`src/rtl/wgt_buf_pkg.sv`:
```
// Purpose: shared defaults and helpers for the weight ping-pong buffer.
// Latency: n/a (package only).
// Backpressure: n/a (package only).
package wgt_buf_pkg;

    localparam int WGT_DW    = 8;
    localparam int WGT_DEPTH = 4;

    // Width of a counter that has to reach DEPTH inclusive.
    function automatic int cnt_width(input int depth);
        return $clog2(depth + 1);
    endfunction

endpackage

```
`src/rtl/wgt_shift_bank.sv`:
```
// Purpose: shadow weight chain; each enabled cycle shifts lanes up by one and loads din into lane 0.
// Latency: 1 cycle from en to dout.
// Backpressure: none; the caller gates en.
//
// Ports:
//   clk, rst_n : clock, asynchronous active-low reset (clears all lanes)
//   en         : shift enable
//   din        : word entering lane 0
//   dout       : all lanes flattened, lane k at [k*DW +: DW]
module wgt_shift_bank
    import wgt_buf_pkg::*;
#(
    parameter int DW    = WGT_DW,
    parameter int DEPTH = WGT_DEPTH
) (
    input  logic                  clk,
    input  logic                  rst_n,
    input  logic                  en,
    input  logic [DW-1:0]         din,
    output logic [DEPTH*DW-1:0]   dout
);

    always_ff @(posedge clk or negedge rst_n) begin
        if (!rst_n) begin
            dout <= '0;
        end else if (en) begin
            // Oldest word migrates toward lane DEPTH-1; the top lane drops off.
            dout <= {dout[(DEPTH-1)*DW-1:0], din};
        end
    end

endmodule

```
`src/rtl/wgt_pingpong_buf.sv`:
```
// Purpose: double-buffered weight store; a shadow bank loads serially while the active bank drives wgt_out.
// Latency: swap on a full shadow updates wgt_out 1 cycle later; a swap on a partial shadow waits for the last word.
// Backpressure: wgt_ready drops while stalled or while the shadow is full and waiting for a swap.
//
// Ports:
//   clk, rst_n            : clock, asynchronous active-low reset
//   stall                 : freeze all state
//   clear                 : discard shadow contents and any pending swap
//   wgt_in/valid/ready    : serial weight load handshake
//   swap                  : one-cycle request to move shadow into active
//   wgt_out               : active bank, lane k at [k*DW +: DW]
//   act_valid             : active bank has been loaded at least once
//   shadow_full           : shadow holds DEPTH words
//   swap_done             : pulses the cycle after a swap executes
module wgt_pingpong_buf
    import wgt_buf_pkg::*;
#(
    parameter int DW    = WGT_DW,
    parameter int DEPTH = WGT_DEPTH
) (
    input  logic                  clk,
    input  logic                  rst_n,
    input  logic                  stall,
    input  logic                  clear,
    input  logic [DW-1:0]         wgt_in,
    input  logic                  wgt_valid,
    output logic                  wgt_ready,
    input  logic                  swap,
    output logic [DEPTH*DW-1:0]   wgt_out,
    output logic                  act_valid,
    output logic                  shadow_full,
    output logic                  swap_done
);

    localparam int CW = cnt_width(DEPTH);
    localparam logic [CW-1:0] CNT_FULL = CW'(DEPTH);

    logic [CW-1:0]         cnt;
    logic [CW-1:0]         cnt_nxt;
    logic                  swap_pend;
    logic                  accept;
    logic                  swap_exec;
    logic [DEPTH*DW-1:0]   shadow_flat;
    logic [DEPTH*DW-1:0]   active_q;

    // Depends only on registered state and stall, never on valid/swap/clear.
    assign wgt_ready = !stall && !shadow_full;
    assign accept    = wgt_valid && wgt_ready && !clear;
    // accept needs !shadow_full and swap_exec needs shadow_full, so they never coincide.
    assign swap_exec = (swap || swap_pend) && shadow_full && !stall && !clear;
    assign wgt_out   = active_q;

    wgt_shift_bank #(
        .DW    (DW),
        .DEPTH (DEPTH)
    ) u_shadow (
        .clk   (clk),
        .rst_n (rst_n),
        .en    (accept),
        .din   (wgt_in),
        .dout  (shadow_flat)
    );

    always_comb begin
        cnt_nxt = cnt;
        if (clear || swap_exec) begin
            cnt_nxt = '0;
        end else if (accept) begin
            cnt_nxt = cnt + 1'b1;
        end
    end

    always_ff @(posedge clk or negedge rst_n) begin
        if (!rst_n) begin
            cnt         <= '0;
            shadow_full <= 1'b0;
            swap_pend   <= 1'b0;
            active_q    <= '0;
            act_valid   <= 1'b0;
            swap_done   <= 1'b0;
        end else if (stall) begin
            // Everything holds except the done pulse, which must not stretch across a stall.
            swap_done <= 1'b0;
        end else begin
            cnt         <= cnt_nxt;
            shadow_full <= (cnt_nxt == CNT_FULL);
            swap_done   <= swap_exec;
            if (clear || swap_exec) begin
                swap_pend <= 1'b0;
            end else if (swap) begin
                swap_pend <= 1'b1;
            end
            if (swap_exec) begin
                active_q  <= shadow_flat;
                act_valid <= 1'b1;
            end
        end
    end

endmodule

```
`config.mk`:
```
export PLATFORM = sky130hd
export DESIGN_NAME = wgt_pingpong_buf
export DESIGN_NICKNAME = d
export VERILOG_FILES = /design/src/rtl/wgt_buf_pkg.sv /design/src/rtl/wgt_shift_bank.sv /design/src/rtl/wgt_pingpong_buf.sv
export SDC_FILE = /design/constraint.sdc
export NUM_CORES = 1
export LEC_CHECK = 0
export ABC_AREA = 1
export CAP_MARGIN = 20
export CORE_ASPECT_RATIO = 1.25
export CORE_MARGIN = 5
export CORE_UTILIZATION = 37
export CTS_BUF_LIST = sky130_fd_sc_hd__clkbuf_16
export CTS_CLUSTER_SIZE = 28
export DETAILED_ROUTE_END_ITERATION = 7
export PLACE_DENSITY = 0.63
export SYNTH_ARGS = -nofsm -noshare
export SYNTH_HDL_FRONTEND = slang
export SYNTH_SLANG_ARGS = --single-unit
```
`constraint.sdc`:
```
create_clock -name clk -period 2.97 [get_ports clk]
set_clock_uncertainty 0.05 [all_clocks]
set_input_delay 0.4455 -clock clk [delete_from_list [all_inputs] [get_ports clk]]
set_output_delay 0.4455 -clock clk [all_outputs]
set_load 0.01 [all_outputs]
```
==> flow_summary_export.csv <==
group,metric,value,unit
sta,finalSetupTns,0,ns
placed_design,routabilityCongestion,0.716,
critical_path,cp_num_cells,3,
final_layout,nFillCells,713,
clock_tree,cts_root_buf,"clkbuf_16",
placed_design,dp_hpwl,3.44,mm
route,met1_length,2.39,mm
power,power.leakage,1.75,nW
sta,relSlewSlack,0.435,
global_route,grt_overflow,0,
route,route.detailed.wl_per_inst,11.8,um
critical_path,reg2regPathDepth,7,
synthesis,yosysTopAreaCell,"dfrtp_1",
critical_path,crit_fanout,6,
global_route,first_global_vias,2030,
power,comb_power_share,0.123,
global_route,antenna_found_initial,0,
power,powerDensity,689,nW/um2
placed_design,post-place-ws,0.703,ns
route,ant_nets,0,
synthesis,synthTopCellsByArea,"dfrtp_1 63%, nand2_1 14%, o21ai_0 6.1%, inv_1 4.4%, o21ai_2 4.4%",
critical_path,worstSetupPathType,"input pin to primary output",
power,sw_frac_of_total,0.246,
sta,timing.hold.ws,0.189,ns
synthesis,asyncSetResetFlopFracSynth,1.00,
critical_path,crit_path_start_kind,"input pin",
final_layout,mostFrequentLayoutCell,"nand2_1",
sta,slew_viol_final,0,
floorplanning,core,7400,um2
final_layout,drive_above_1_share,0.109,
critical_path,r2r-start,"shadow_full",
route,wl_met3,359,um
route,num_vias,2024,
synthesis,synth_seq_cells,71,
route,viasPerCell,4.60,
final_layout,final_cell_mix,"103 x nand2_1, 71 x dfrtp_1, 48 x clkdlybuf4s50_1",
sta,setup_slack,0.706,ns
sta,setup_viol,0,
floorplanning,die_y,107,um
final_layout,antenna_cells,0,
floorplanning,dieArea,9450,um2
critical_path,path_common_cell,"clkdlybuf4s50_1",
synthesis,synth_edf_count,0,
critical_path,r2r_slack,1.26,ns
synthesis,synth_ff_type,"dfrtp_1",
critical_path,cp_num_buf_inv,2,
power,power_frac_seq,0.469,
synthesis,synthDistinctLibCells,19,
floorplanning,placement_rows,35,
global_route,grt_max_degree,72,
global_route,grt_pass1_wl,9.21,mm
floorplanning,initial_core_util,0.380,
route,drc_errors,0,
route,highest_layer,"met4",
clock_tree,clkLatencyLatePin,0.32,ns
route,wl_met2,2.38,mm
floorplanning,ios,50,
sta,min_period,2.26,ns
power,p_int,1.88,mW
critical_path,path_delay_family,"buffers and inverters",
critical_path,path_cells,"clkdlybuf4s50_1 > nor2_1 > clkdlybuf4s50_1",
clock_tree,cts_resized,0,
final_layout,fin_util,0.490,
power,vdd_drop_max,0.000447,V
critical_path,cp-endpoint,"wgt_ready",
critical_path,rr_endpoint,"wgt_out[13]",
outcome,status,"complete, no violations",
route,wl,5.21,mm
synthesis,synth_top_area_frac,0.633,
synthesis,netlist_area,2810,um2
power,switchingPower,0.616,mW
critical_path,cp.required,2.47,ns
clock_tree,clockBufferDepth,2,
power,clockPowerShare,0.408,
sta,worst_pin_slew,0.848,ns
synthesis,yosysWarningCount,0,
final_layout,layout.nets,358,
clock_tree,path_clk_slew,0.05,ns
critical_path,slowest_stage,"clkdlybuf4s50_1",
route,dr.pass1.iters,4,
clock_tree,cts_tree,"built",
clock_tree,clock-sinks,71,
sta,hold_violations,0,
synthesis,syn_area_per_cell,9.62,um2
power,power,2.50,mW
job,maxCapViolCount,0,
clock_tree,holdBufCountCts,0,
clock_tree,cts_setup_buffers,0,
sta,max_freq,442,MHz
floorplanning,die_x,87.9,um
sta,rsz0062_at_grt,"false",
critical_path,max_stage_delay,0.58,ns
route,dr.first_iter.drc_count,105,
clock_tree,htree_levels,3,
critical_path,critPathCaptureType,"primary output",
final_layout,area_growth,29.1,%
critical_path,cp-startpoint,"stall",
clock_tree,cts_made_buffers,9,
synthesis,netlist_instances,292,
placed_design,port-buffer-count,49,
synthesis,syn_nets,307,
synthesis,synth_seq_area_share,0.633,
hold_path,hold_class,"input pin to async pin",
sta,post-route-period-util,0.762,
critical_path,critical_path_arrival,1.77,ns
global_route,gr-usage-all-layers,0.125,
## metrics by stage
step | instances | area, um2
after floorplan | 292 | 2810
after global placement | 424 | 3340
after detailed placement | 424 | 3340
after CTS | 440 | 3630
after global routing | 440 | 3630
final | 440 | 3630
## kinds of logic (layout without fill, tap and decap cells)
family,after synthesis,count (layout),share of synthesized area
AOI/OAI and AO/OA,61,61,0.127
adders and majority gates,1,1,0.00445
buffers and inverters,46,102,0.0797
DFF,71,71,0.633
and+or+nand+nor,113,113,0.156
## Yosys cell counts (2+ instances only)
| master | number |
|---|---|
| buf_6 | 6 |
| nand2_1 | 103 |
| o21ai_1 | 11 |
| nor2_1 | 5 |
| dfrtp_1 | 71 |
| clkbuf_1 | 3 |
| inv_1 | 33 |
| a21oi_1 | 2 |
| o21ai_0 | 34 |
| o21ai_2 | 14 |
| buf_2 | 2 |
## final cells by class
type,count,area (um2),share of cell area
Multi-Input combinational cell,175,808,0.223
Tap cell,92,115,0.0317
Timing Repair Buffer,52,510,0.141
Clock inverter,7,63.8,0.0176
Sequential cell,71,1780,0.490
Clock buffer,9,225,0.0621
Inverter,34,128,0.0352
## registers in the layout, indices dropped and copies added (netlist names)
signal	flops
act_valid	1
shadow_full	1
wgt_out	32
swap_done	1
swap_pend	1
cnt	3
u_shadow.dout	32
## worst register-to-register path, stage by stage, from the launching register on
cell	delay (ns)
dfrtp_1	0.40
inv_1	0.09
nor2_1	0.04
o21ai_1	0.09
or2_4	0.42
buf_4	0.36
nand2_1	0.11
o21ai_2	0.07
## power by group through the flow
stage / clock network (mW) / registers (mW) / logic [mW]
after floorplan: 0 / 1.19 / 0.161
after global placement: 0 / 1.19 / 0.307
after detailed placement: 0 / 1.19 / 0.313
after CTS: 1.05 / 1.17 / 0.315
after global routing: 1.09 / 1.19 / 0.358
final: 1.02 / 1.17 / 0.307
## worst min path at each step
stage                    from     endpoint  depth (start not counted)
floorplan               rst_n    act_valid                          0
global placement    act_valid    act_valid                          1
detailed placement  act_valid    act_valid                          1
CTS                     rst_n  wgt_out[25]                          1
global route            rst_n  wgt_out[25]                          1
finish                  rst_n  wgt_out[25]                          1
## routing by layer
metal,up-vias,GRT usage
li1,1018,-
met1,940,0.157
met2,59,0.196
met3,7,0.0398
met4,0,0.0526
met5,-,0
No activity file was read; power rests on OpenSTA's default activity.
